[src/rtl/sparc_exu_div_yreg_ctl.sv]
// rtl/sparc_exu_div_yreg_ctl.sv - Y-register file control: WRY staging, MUL/MULScc selects, RDY stall
// Optional: YREG_CTL_COLLIDE_CHK_EN enables the sticky yctl_err checker.
module sparc_exu_div_yreg_ctl (
    input  logic       clk,
    input  logic       rst,
    input  logic [3:0] ecl_thr_m,
    input  logic       ecl_wry_m,
    input  logic       ecl_muls_m,
    input  logic       ecl_muls_rs1_0_m,
    input  logic       ecl_flush_w,
    input  logic [3:0] ecl_thr_e,
    input  logic       ecl_rdy_e,
    input  logic       ecl_mul_issue_e,
    input  logic       mul_yreg_vld_g,
    input  logic [3:0] mul_thr_g,
    output logic [3:0] ecl_div_yreg_wen_w,
    output logic [3:0] ecl_div_yreg_wen_g,
    output logic [3:0] ecl_div_yreg_wen_l,
    output logic [3:0] ecl_div_yreg_shift_g,
    output logic       ecl_div_yreg_data_31_g,
    output logic       yctl_rdy_stall_e,
    output logic [3:0] yctl_mul_rdy,
    output logic       yctl_err
);

    localparam int         NTHR     = 4;
    localparam logic [1:0] MUL_MAXP = 2'd2;

    logic                 w_vld;
    logic [NTHR-1:0]      w_thr;
    logic                 w2_vld;
    logic [NTHR-1:0]      w2_thr;
    logic                 g_vld;
    logic [NTHR-1:0]      g_thr;
    logic                 g_d31;
    logic [NTHR-1:0][1:0] cnt;
    logic [NTHR-1:0][1:0] cnt_nxt;

    logic [NTHR-1:0] wry_sel;
    logic [NTHR-1:0] mul_sel;
    logic [NTHR-1:0] sft_sel;
    logic [NTHR-1:0] blk;

    always_ff @(posedge clk or posedge rst) begin
        if (rst) begin
            w_vld  <= 1'b0;
            w_thr  <= '0;
            w2_vld <= 1'b0;
            w2_thr <= '0;
            g_vld  <= 1'b0;
            g_thr  <= '0;
            g_d31  <= 1'b0;
            cnt    <= '0;
        end else begin
            w_vld  <= ecl_wry_m;
            w_thr  <= ecl_thr_m;
            // A flush in W kills the WRY before it reaches the W2 select
            w2_vld <= w_vld & ~ecl_flush_w;
            w2_thr <= w_thr;
            g_vld  <= ecl_muls_m;
            g_thr  <= ecl_thr_m;
            g_d31  <= ecl_muls_rs1_0_m;
            cnt    <= cnt_nxt;
        end
    end

    assign wry_sel = {NTHR{w2_vld}} & w2_thr;
    assign mul_sel = {NTHR{mul_yreg_vld_g}} & mul_thr_g;
    assign sft_sel = {NTHR{g_vld}} & g_thr;

    // mux4ds needs exactly one select per thread: WRY beats MUL beats MULScc
    assign ecl_div_yreg_wen_w     = wry_sel;
    assign ecl_div_yreg_wen_g     = mul_sel & ~wry_sel;
    assign ecl_div_yreg_shift_g   = sft_sel & ~wry_sel & ~mul_sel;
    assign ecl_div_yreg_wen_l     = ~(wry_sel | mul_sel | sft_sel);
    assign ecl_div_yreg_data_31_g = g_d31;

    always_comb begin
        cnt_nxt      = cnt;
        yctl_mul_rdy = '0;
        blk          = '0;
        for (int t = 0; t < NTHR; t++) begin
            case ({ecl_mul_issue_e & ecl_thr_e[t], mul_sel[t]})
                2'b10:   if (cnt[t] != MUL_MAXP) cnt_nxt[t] = cnt[t] + 2'd1;
                2'b01:   if (cnt[t] != 2'd0)     cnt_nxt[t] = cnt[t] - 2'd1;
                default: cnt_nxt[t] = cnt[t];
            endcase
            yctl_mul_rdy[t] = (cnt[t] < MUL_MAXP);
            blk[t] = (cnt[t] != 2'd0) | (w_vld & w_thr[t]) | (w2_vld & w2_thr[t]) | sft_sel[t];
        end
    end

    assign yctl_rdy_stall_e = ecl_rdy_e & (|(ecl_thr_e & blk));

`ifdef YREG_CTL_COLLIDE_CHK_EN
    function automatic logic not_onehot(input logic [NTHR-1:0] v);
        return (v == '0) || ((v & (v - 1'b1)) != '0);
    endfunction

    logic            err_q;
    logic [NTHR-1:0] coll;
    logic [NTHR-1:0] ovf;
    logic [NTHR-1:0] unf;
    logic            bad_thr;

    always_comb begin
        coll = (wry_sel & mul_sel) | (wry_sel & sft_sel) | (mul_sel & sft_sel);
        ovf  = '0;
        unf  = '0;
        for (int t = 0; t < NTHR; t++) begin
            ovf[t] = ecl_mul_issue_e & ecl_thr_e[t] & ~mul_sel[t] & (cnt[t] == MUL_MAXP);
            unf[t] = mul_sel[t] & ~(ecl_mul_issue_e & ecl_thr_e[t]) & (cnt[t] == 2'd0);
        end
        bad_thr = ((ecl_wry_m | ecl_muls_m) & not_onehot(ecl_thr_m))
                | ((ecl_rdy_e | ecl_mul_issue_e) & not_onehot(ecl_thr_e))
                | (mul_yreg_vld_g & not_onehot(mul_thr_g));
    end

    always_ff @(posedge clk or posedge rst) begin
        if (rst) err_q <= 1'b0;
        else     err_q <= err_q | (|coll) | (|ovf) | (|unf) | bad_thr;
    end

    assign yctl_err = err_q;
`else
    assign yctl_err = 1'b0;
`endif

endmodule

[config.mk]
export PLATFORM = sky130hd
export DESIGN_NAME = sparc_exu_div_yreg_ctl
export DESIGN_NICKNAME = d
export VERILOG_FILES = /design/src/rtl/sparc_exu_div_yreg_ctl.sv
export SDC_FILE = /design/constraint.sdc
export NUM_CORES = 1
export LEC_CHECK = 0
export BUFFER_PORTS_ARGS = -buffer_cell sky130_fd_sc_hd__buf_2
export CAP_MARGIN = 25
export CORE_AREA = 8 8 57 59
export DETAILED_ROUTE_END_ITERATION = 8
export DIE_AREA = 0 0 65 67
export GPL_TIMING_DRIVEN = 0
export PLACE_DENSITY_LB_ADDON = 0.3
export SLEW_MARGIN = 40
export SYNTH_ARGS = -nofsm -noshare
export SYNTH_HDL_FRONTEND = slang
export SYNTH_SLANG_ARGS = --single-unit
export TNS_END_PERCENT = 20
[constraint.sdc]
create_clock -name clk -period 2.65 [get_ports clk]
set_input_delay 0 -clock clk [delete_from_list [all_inputs] [get_ports clk]]
set_output_delay 0 -clock clk [all_outputs]
set_load 0.01 [all_outputs]
==> results of run 1 <==
[cell usage in the layout (no fill, tap or decap), drive strengths merged, types with 6 or more instances in the layout]
master        n
a21oi         8
nand2        21
dfrtp        20
ha            6
dlygate4sd3   9
nor2         12
buf          44
inv          14
[tightest hold or removal path, delay by kind of cell]
kind	cells	cell delay [ps]
buffers and inverters	1	90
AO/OA/AOI/OAI	2	200
AND/OR/NAND/NOR	1	90
[cells by family after synthesis]
group,share of synthesized area (%)
fa+ha+maj,6.73
simple gates,18.0
buf+inv,7.74
other cells,0.336
flops,44.8
mux,3.59
compound gates,17.9
xor+xnor,0.785
[worst min path at each step]
stage	to	slack, ps
final	cnt[3]$_DFFE_PP0P_	100
after global routing	cnt[3]$_DFFE_PP0P_	140
after CTS	cnt[3]$_DFFE_PP0P_	90
after detailed placement	g_vld$_DFF_PP0_	110
after global placement	g_thr[3]$_DFF_PP0_	110
after floorplan	cnt[0]$_DFFE_PP0P_	-40
[area by class of cell]
class                      count  area [µm²]  share of cell area [%]
multi-input combinational     83         529                    35.1
sequential                    20         500                    33.2
timing repair buffer          51         300                    19.9
inverter                      18        67.6                    4.49
tap                           30        37.5                    2.49
clock inverter                 1        30.0                    1.99
clock buffer                   3        22.5                    1.50
buffer                         2        18.8                    1.25
[registers in the layout, indices dropped and copies added, names as in the netlist]
name / cells
cnt: 8
g_thr: 4
w2_thr: 4
ecl_div_yreg_data_31_g: 1
g_vld: 1
w2_vld: 1
w_vld: 1
[stage by stage]
step	worst slack (ps)	instances	utilization (%)	area [µm²]	hold slack [ps]
finish	969	208	63.7	1510	101
global route	844	208	63.7	1510	136
CTS	903	208	63.7	1510	93.2
detailed placement	1260	195	57.7	1360	109
global placement	1320	195	57.7	1360	109
floorplan	1530	123	-	1120	-36.2
[where the power goes]
part	internal [W]	switching, W
combinational	0.000127	0.000129
sequential	0.000360	0.0000752
clock	0.000153	0.0000957
total	0.000640	0.000299
[repair_timing]
action	in CTS	in global routing
setup buffers	0	0
hold endpoints to repair	28	0
hold buffers	9	0
[routing by layer]
layer  vias to the layer above  wire (µm)  global-route usage, %
li1                        524          -                      -
met1                       466       1120                   13.7
met2                        36       1400                   24.3
met3                         4        200                   3.69
met4                         0         22                   2.45
met5                         -          0                      0
==> flow_metrics.env, run 1 <==
export IMPL_drt_iter0_drc=23
export IMPL_fill_cells=209
export IMPL_grt_max_degree=21
export IMPL_rr_endpoint="cnt[4]$_DFFE_PP0P_"
export IMPL_p_leak_nw=0.819
export IMPL_grt_pass1_wl_um=4520
export IMPL_peakVddDrop_uv=516
export IMPL_finalSetupViolCount=0
export IMPL_num_antenna_cells=0
export IMPL_path_cells="nand2_1 -> clkinv_1 -> o41ai_1 -> a41oi_1 -> buf_2"
export IMPL_antenna_found_initial=0
export IMPL_critPathKind="reg -> out"
export IMPL_die_h_um=67
export IMPL_yosys_area_top_type="dfrtp_1"
export IMPL_die_area_mm2=0.00436
export IMPL_insertion_delay_ps=300
export IMPL_hold_viol=0
export IMPL_synthTopCellsByArea="dfrtp_1 45%, ha_1 6.7%, nand2_1 6.7%"
export IMPL_routedWlPerCell_um=13.2
export IMPL_ys_seq_area_share_pct=44.8
export IMPL_synth_common_cells="20 x dfrtp_1, 20 x nand2_1, 14 x inv_1"
export IMPL_gp_congestion=0.799
export IMPL_critPathLaunch="w2_vld$_DFF_PP0_"
export IMPL_rrSetupSlack_ps=1540
export IMPL_ys_seq_elements=20
export IMPL_critical_path_max_stage_delay_ps=440
export IMPL_fmax_ghz=0.595
export IMPL_setup_worst_path_end_class="output port"
export IMPL_numCtsBuffers=3
export IMPL_antenna_left=0
export IMPL_power_w=0.000939
export IMPL_clk_pin_slew_ps=120
export IMPL_avgSynthCellArea_um2=9.07
export IMPL_grt_setup_unrepaired="no"
export IMPL_cts_sinks=20
export IMPL_h_tree_depth=1
export IMPL_yosysTopAreaCellShare_pct=44.8
export IMPL_avgViaCountPerCell=4.95
export IMPL_whs_path_depth=4
export IMPL_synth_cell_types=29
export IMPL_yosysWarningCount=0
export IMPL_synthFlopType="dfrtp_1"
export IMPL_cp_max_fo=4
export IMPL_grt_pass1_vias=1074
export IMPL_die_w_um=65
export IMPL_drcViolationCount=0
export IMPL_cts_tree="yes"
export IMPL_period_share_pct=63.4
export IMPL_syn_to_final_growth_pct=35.0
export IMPL_crit_path_start_kind="register"
export IMPL_dpl_hpwl_um=2140
export IMPL_synthCells=123
export IMPL_setup_tns_ps=0
export IMPL_crit_cells=5
export IMPL_min_from="mul_thr_g[1]"
export IMPL_finalNetCount=206
export IMPL_synth_edf_count=0
export IMPL_synth_area_mm2=0.00112
export IMPL_min_period_ps=1680
export IMPL_drt_pass1_iter_count=4
export IMPL_routed_wl_um=2750
export IMPL_start_util_pct=47.2
export IMPL_layout_drive_gt1_share_pct=29.2
export IMPL_io_pins=44
export IMPL_overflow=0
export IMPL_synthArstFlopShare_pct=100
export IMPL_status="completed"
export IMPL_core_area_mm2=0.00236
export IMPL_fin_worst_skew_ps=9.26
export IMPL_r2r_cells=3
export IMPL_row_count=18
export IMPL_power_density_mw_per_mm2=623
export IMPL_cap_violations=0
export IMPL_cts_resized=0
export IMPL_vias=1030
export IMPL_min_path_type="in -> reg"
export IMPL_required_ps=2650
export IMPL_critPathSlowestCell="dfrtp_1"
export IMPL_slew_violations=0
export IMPL_path_buf_inv=2
export IMPL_timing_rr_start="cnt[5]$_DFFE_PP0P_"
export IMPL_root_buffer="clkbuf_4"
export IMPL_syn_nets=150
export IMPL_crit_family="compound AO/OA/AOI/OAI gates"
export IMPL_cts_buffer_depth=2
export IMPL_cp_endpoint="yctl_rdy_stall_e"
export IMPL_io_buffers=42
export IMPL_cp_arrival_ps=1680
export IMPL_track_usage_pct=12.8
Note: power is estimated with default switching activity, not from simulation.
==> run 2: changes to the inputs <==
CORE_AREA = 8 8 60 62   (was 8 8 57 59)
DIE_AREA = 0 0 68 70   (was 0 0 65 67)
clock period = 1.45 ns   (was 2.65 ns; I/O delays follow)
==> flow_metrics.env, run 2 (synthesized netlist as in run 1, its figures left out) <==
export IMPL_track_usage_pct=13.3
export IMPL_io_pins=44
export IMPL_whs_ps=135
export IMPL_min_path_type="in -> reg"
export IMPL_largest_reg_flops=8
export IMPL_post_place_cells=196
export IMPL_fmax_ghz=0.606
export IMPL_grt_pass1_vias=1164
export IMPL_slew_violations=0
export IMPL_grt_pass1_wl_um=5000
export IMPL_overflow=0
export IMPL_min_period_ps=1650
export IMPL_p_leak_nw=0.867
export IMPL_die_h_um=70
export IMPL_fin_worst_skew_ps=4.86
export IMPL_critPathKind="reg -> out"
export IMPL_grt_max_degree=21
export IMPL_antenna_left=0
export IMPL_status="finished, violations left"
export IMPL_worst_slack_ps=-199
export IMPL_max_slew_margin_rel_pct=49.9
export IMPL_placed_cell_area_mm2=0.00137
export IMPL_setup_tns_ps=-199
export IMPL_layout_common_cells="42 x buf_2, 20 x dfrtp_1, 19 x nand2_1"
export IMPL_final_common_cell="buf_2"
export IMPL_clk_pin_slew_ps=110
export IMPL_top_register="cnt"
export IMPL_crit_path_start_kind="register"
export IMPL_peakVddDrop_uv=1280
export IMPL_cts_tree="yes"
export IMPL_antenna_found_initial=0
export IMPL_drt_pass1_iter_count=4
export IMPL_violations="negative setup slack"
export IMPL_io_buffers=42
export IMPL_cap_violations=0
export IMPL_die_w_um=68
export IMPL_cp_max_fo=2
export IMPL_row_count=19
export IMPL_syn_to_final_growth_pct=43.7
export IMPL_grt_setup_unrepaired="yes"
export IMPL_layout_drive_gt1_share_pct=35.2
export IMPL_h_tree_depth=1
export IMPL_cp_arrival_ps=1650
export IMPL_gp_congestion=0.803
export IMPL_avgViaCountPerCell=5.05
export IMPL_finalSetupViolCount=1
export IMPL_top_regs="cnt: 8 flops, g_thr: 4 flops, w2_thr: 4 flops"
export IMPL_start_util_pct=41.9
export IMPL_insertion_delay_ps=310
export IMPL_root_buffer="clkbuf_4"
export IMPL_required_ps=1450
export IMPL_final_cells=213
export IMPL_hold_viol=0
export IMPL_vias=1076
export IMPL_setup_worst_path_end_class="output port"
export IMPL_finalNetCount=210
export IMPL_routed_wl_um=3110
export IMPL_drcViolationCount=0
export IMPL_numCtsBuffers=3
export IMPL_core_area_mm2=0.00266
export IMPL_cts_buffer_depth=2
export IMPL_period_share_pct=114
export IMPL_die_area_mm2=0.00476
export IMPL_num_antenna_cells=0
export IMPL_stdcell_area_mm2=0.00160
export IMPL_routedWlPerCell_um=14.6
export IMPL_power_density_mw_per_mm2=1120
export IMPL_dpl_hpwl_um=2270
export IMPL_drt_iter0_drc=41
export IMPL_cts_sinks=20
export IMPL_worst_pin_slew_ps=751
[run 2: cell types whose count changed in the layout (fill, tap and decap cells not counted), sizes merged]
| cell | delta |
|---|---|
| buf | +4 |
| clkinv | -1 |
| inv | +1 |
[run 2: path summary, 6_finish.rpt]
kind,slack (ps),from,endpoint,cells past startpoint
max in group asynchronous,620,rst,cnt[2]$_DFFE_PP0P_,3
max reg2reg,320,cnt[5]$_DFFE_PP0P_,cnt[4]$_DFFE_PP0P_,3
min in group asynchronous,360,rst,ecl_div_yreg_data_31_g$_DFF_PP0_,3
max,-200,g_vld$_DFF_PP0_,yctl_rdy_stall_e,5
min,140,mul_thr_g[1],cnt[3]$_DFFE_PP0P_,4
min reg2reg,440,g_thr[0]$_DFF_PP0_,w2_thr[0]$_DFF_PP0_,0
[run 2: timing repair]
action                                 CTS  global route
pin swaps                                3             5
setup endpoints to repair                1             6
hold buffers                             9             0
endpoints found under the hold margin   28             0
resized for setup                        5             8
setup buffers                            4             0
[run 2: final cells by class]
class,instances,area [µm²]
buffer,2,18.8
fill,249,1060
multi-input combinational,83,584
inverter,18,67.6
tap,31,38.8
clock buffer,3,22.5
timing repair buffer,55,342
sequential,20,500
clock inverter,1,30.0
[run 2: report_power, final]
| group | leakage (nW) | switching (W) | internal [W] |
|---|---|---|---|
| combinational | 0.597 | 0.000250 | 0.000260 |
| clock | 0.0279 | 0.000178 | 0.000280 |
| sequential | 0.242 | 0.000166 | 0.000657 |
| total | 0.867 | 0.000593 | 0.00120 |
[run 2: per-stage QoR]
| step | util [%] | setup WS (ps) | power [W] |
|---|---|---|---|
| finish | 60.2 | -199 | 0.00179 |
| global route | 60.2 | -247 | 0.00190 |
| CTS | 59.0 | -211 | 0.00178 |
| detailed placement | 51.3 | 78.6 | 0.00126 |
| global placement | 51.3 | 86.2 | 0.00123 |
| floorplan | - | 335 | 0.00107 |
[run 2: layer usage]
metal  routed length (µm)  up-vias  track usage, %
met5                    0        -               0
met4                   79        0            7.52
met3                  246        6            3.99
met2                 1530       34            23.1
met1                 1250      507            13.4
li1                     -      529               -
[run 2: worst max-delay path: stages (launching register included)]
cell     delay [ps]
dfrtp_1         400
buf_4           140
o21a_2          230
o41ai_4         220
a41oi_1         170
buf_2           170
==> run 3: changes to the inputs <==
CORE_AREA = 8 8 58 60   (was 8 8 60 62)
DIE_AREA = 0 0 66 68   (was 0 0 68 70)
clock period = 1.6 ns   (was 1.45 ns; I/O delays follow)
==> flow_metrics.env, run 3 (synthesized netlist as in run 1, its figures left out) <==
export IMPL_status="finished, violations left"
export IMPL_violations="negative setup slack"
export IMPL_cp_max_fo=5
export IMPL_cts_sinks=20
export IMPL_dpl_hpwl_um=2110
export IMPL_gp_congestion=0.779
export IMPL_power_w=0.00158
export IMPL_vias=1004
export IMPL_h_tree_depth=1
export IMPL_drt_iter0_drc=27
export IMPL_top_register="cnt"
export IMPL_fmax_ghz=0.622
export IMPL_antenna_left=0
export IMPL_die_w_um=66
export IMPL_finalNetCount=206
export IMPL_antenna_found_initial=0
export IMPL_final_util_pct=59.9
export IMPL_core_area_mm2=0.00257
export IMPL_cts_buffer_depth=2
export IMPL_required_ps=1600
export IMPL_fill_cells=219
export IMPL_layout_common_cells="42 x buf_2, 20 x nand2_1, 20 x dfrtp_1"
export IMPL_postCtsSetupBuffers=0
export IMPL_worst_slack_ps=-8.44
export IMPL_p_leak_nw=0.836
export IMPL_drt_pass1_iter_count=4
export IMPL_overflow=0
export IMPL_r2r_cells=3
export IMPL_syn_to_final_growth_pct=37.8
export IMPL_num_antenna_cells=0
export IMPL_grt_setup_unrepaired="yes"
export IMPL_final_common_cell="buf_2"
export IMPL_slew_violations=0
export IMPL_cp_endpoint="yctl_rdy_stall_e"
export IMPL_period_share_pct=101
export IMPL_largest_reg_flops=8
export IMPL_cts_tree="yes"
export IMPL_clk_pin_slew_ps=110
export IMPL_power_density_mw_per_mm2=1030
export IMPL_min_period_ps=1610
export IMPL_grt_pass1_vias=1036
export IMPL_insertion_delay_ps=300
export IMPL_routed_wl_um=2620
export IMPL_critPathKind="reg -> out"
export IMPL_setup_worst_path_end_class="output port"
export IMPL_avgViaCountPerCell=4.80
export IMPL_drcViolationCount=0
export IMPL_register_area_um2=500
export IMPL_grt_pass1_wl_um=4450
export IMPL_timing_rr_start="cnt[5]$_DFFE_PP0P_"
export IMPL_cap_violations=0
export IMPL_whs_ps=112
export IMPL_cp_arrival_ps=1610
export IMPL_top_regs="cnt: 8 flops, g_thr: 4 flops, w2_thr: 4 flops"
export IMPL_grt_max_degree=21
export IMPL_critPathLaunch="w_vld$_DFF_PP0_"
export IMPL_numCtsBuffers=3
export IMPL_io_pins=44
export IMPL_crit_path_start_kind="register"
export IMPL_finalSetupViolCount=1
export IMPL_start_util_pct=43.5
export IMPL_root_buffer="clkbuf_4"
export IMPL_max_slew_margin_rel_pct=50.5
export IMPL_fin_worst_skew_ps=0.220
export IMPL_multi_input_area_um2=559
export IMPL_die_area_mm2=0.00449
export IMPL_min_path_type="in -> reg"
export IMPL_rr_endpoint="cnt[4]$_DFFE_PP0P_"
export IMPL_die_h_um=68
export IMPL_worst_pin_slew_ps=741
export IMPL_track_usage_pct=12.6
export IMPL_routedWlPerCell_um=12.5
export IMPL_layout_drive_gt1_share_pct=30.9
export IMPL_rrSetupSlack_ps=410
export IMPL_row_count=19
export IMPL_peakVddDrop_uv=645
export IMPL_hold_viol=0
export IMPL_io_buffers=42
## run 3: cell types whose count changed in the layout (fill, tap and decap cells not counted)
cell and delta:
buf_6 -3, nand2_1 +1, a21oi_2 -3, nand2_2 -1
buf_4 -1, inv_2 -1, o41ai_2 +1, clkinv_1 +1
o41ai_4 -1, a21oi_1 +3
## run 3: how the worst min path moves through the flow
| stage | from | to | cells past startpoint |
|---|---|---|---|
| floorplan | rst | cnt[0]$_DFFE_PP0P_ | 1 |
| global placement | ecl_thr_m[2] | g_thr[2]$_DFF_PP0_ | 1 |
| detailed placement | ecl_muls_rs1_0_m | ecl_div_yreg_data_31_g$_DFF_PP0_ | 1 |
| CTS | ecl_thr_e[1] | cnt[2]$_DFFE_PP0P_ | 4 |
| global route | ecl_thr_e[0] | cnt[1]$_DFFE_PP0P_ | 4 |
| finish | ecl_thr_e[1] | cnt[2]$_DFFE_PP0P_ | 4 |
## run 3: per-layer routing
metal  vias up  global-route usage, %  share of wire, %
met2        23                   22.9                51
met3         4                   4.09               6.6
met1       454                   13.3                41
met5         -                      0                 0
met4         0                   4.80               1.0
li1        523                      -                 -
## run 3: metrics by stage
step                TNS (ps)  cells  area (µm²)  worst slack (ps)
finish                 -8.44    209        1540             -8.44
global route           -95.9    209        1540             -95.9
CTS                    -29.4    209        1540             -29.4
detailed placement         0    196        1370               262
global placement           0    196        1370               244
floorplan                  0    123        1120               485
## run 3: cell type report
class                      count  share of cell area (%)
multi-input combinational     83                    36.4
sequential                    20                    32.5
timing repair buffer          51                    19.5
inverter                      18                    4.39
tap                           31                    2.52
clock inverter                 1                    1.95
clock buffer                   3                    1.46
buffer                         2                    1.22
## run 3: what timing repair did
item	CTS	global route
resized for setup	4	0
endpoints found under the hold margin	28	0
pin swaps	1	1
hold buffers	9	0
endpoints found under the setup margin	1	1
gates cloned	0	0
## run 3: worst max-delay path, stage by stage, from the launching register on
cell and delay (ps):
dfrtp_1 440, o21a_2 220, o41ai_2 310, a41oi_1 170, buf_2 170
## run 3: power by group
group | total [W] | switching, W | leakage (nW) | internal (W)
Sequential | 0.000733 | 0.000137 | 0.242 | 0.000596
Combinational | 0.000434 | 0.000215 | 0.566 | 0.000220
Clock | 0.000410 | 0.000157 | 0.0279 | 0.000253
Total | 0.00158 | 0.000508 | 0.836 | 0.00107
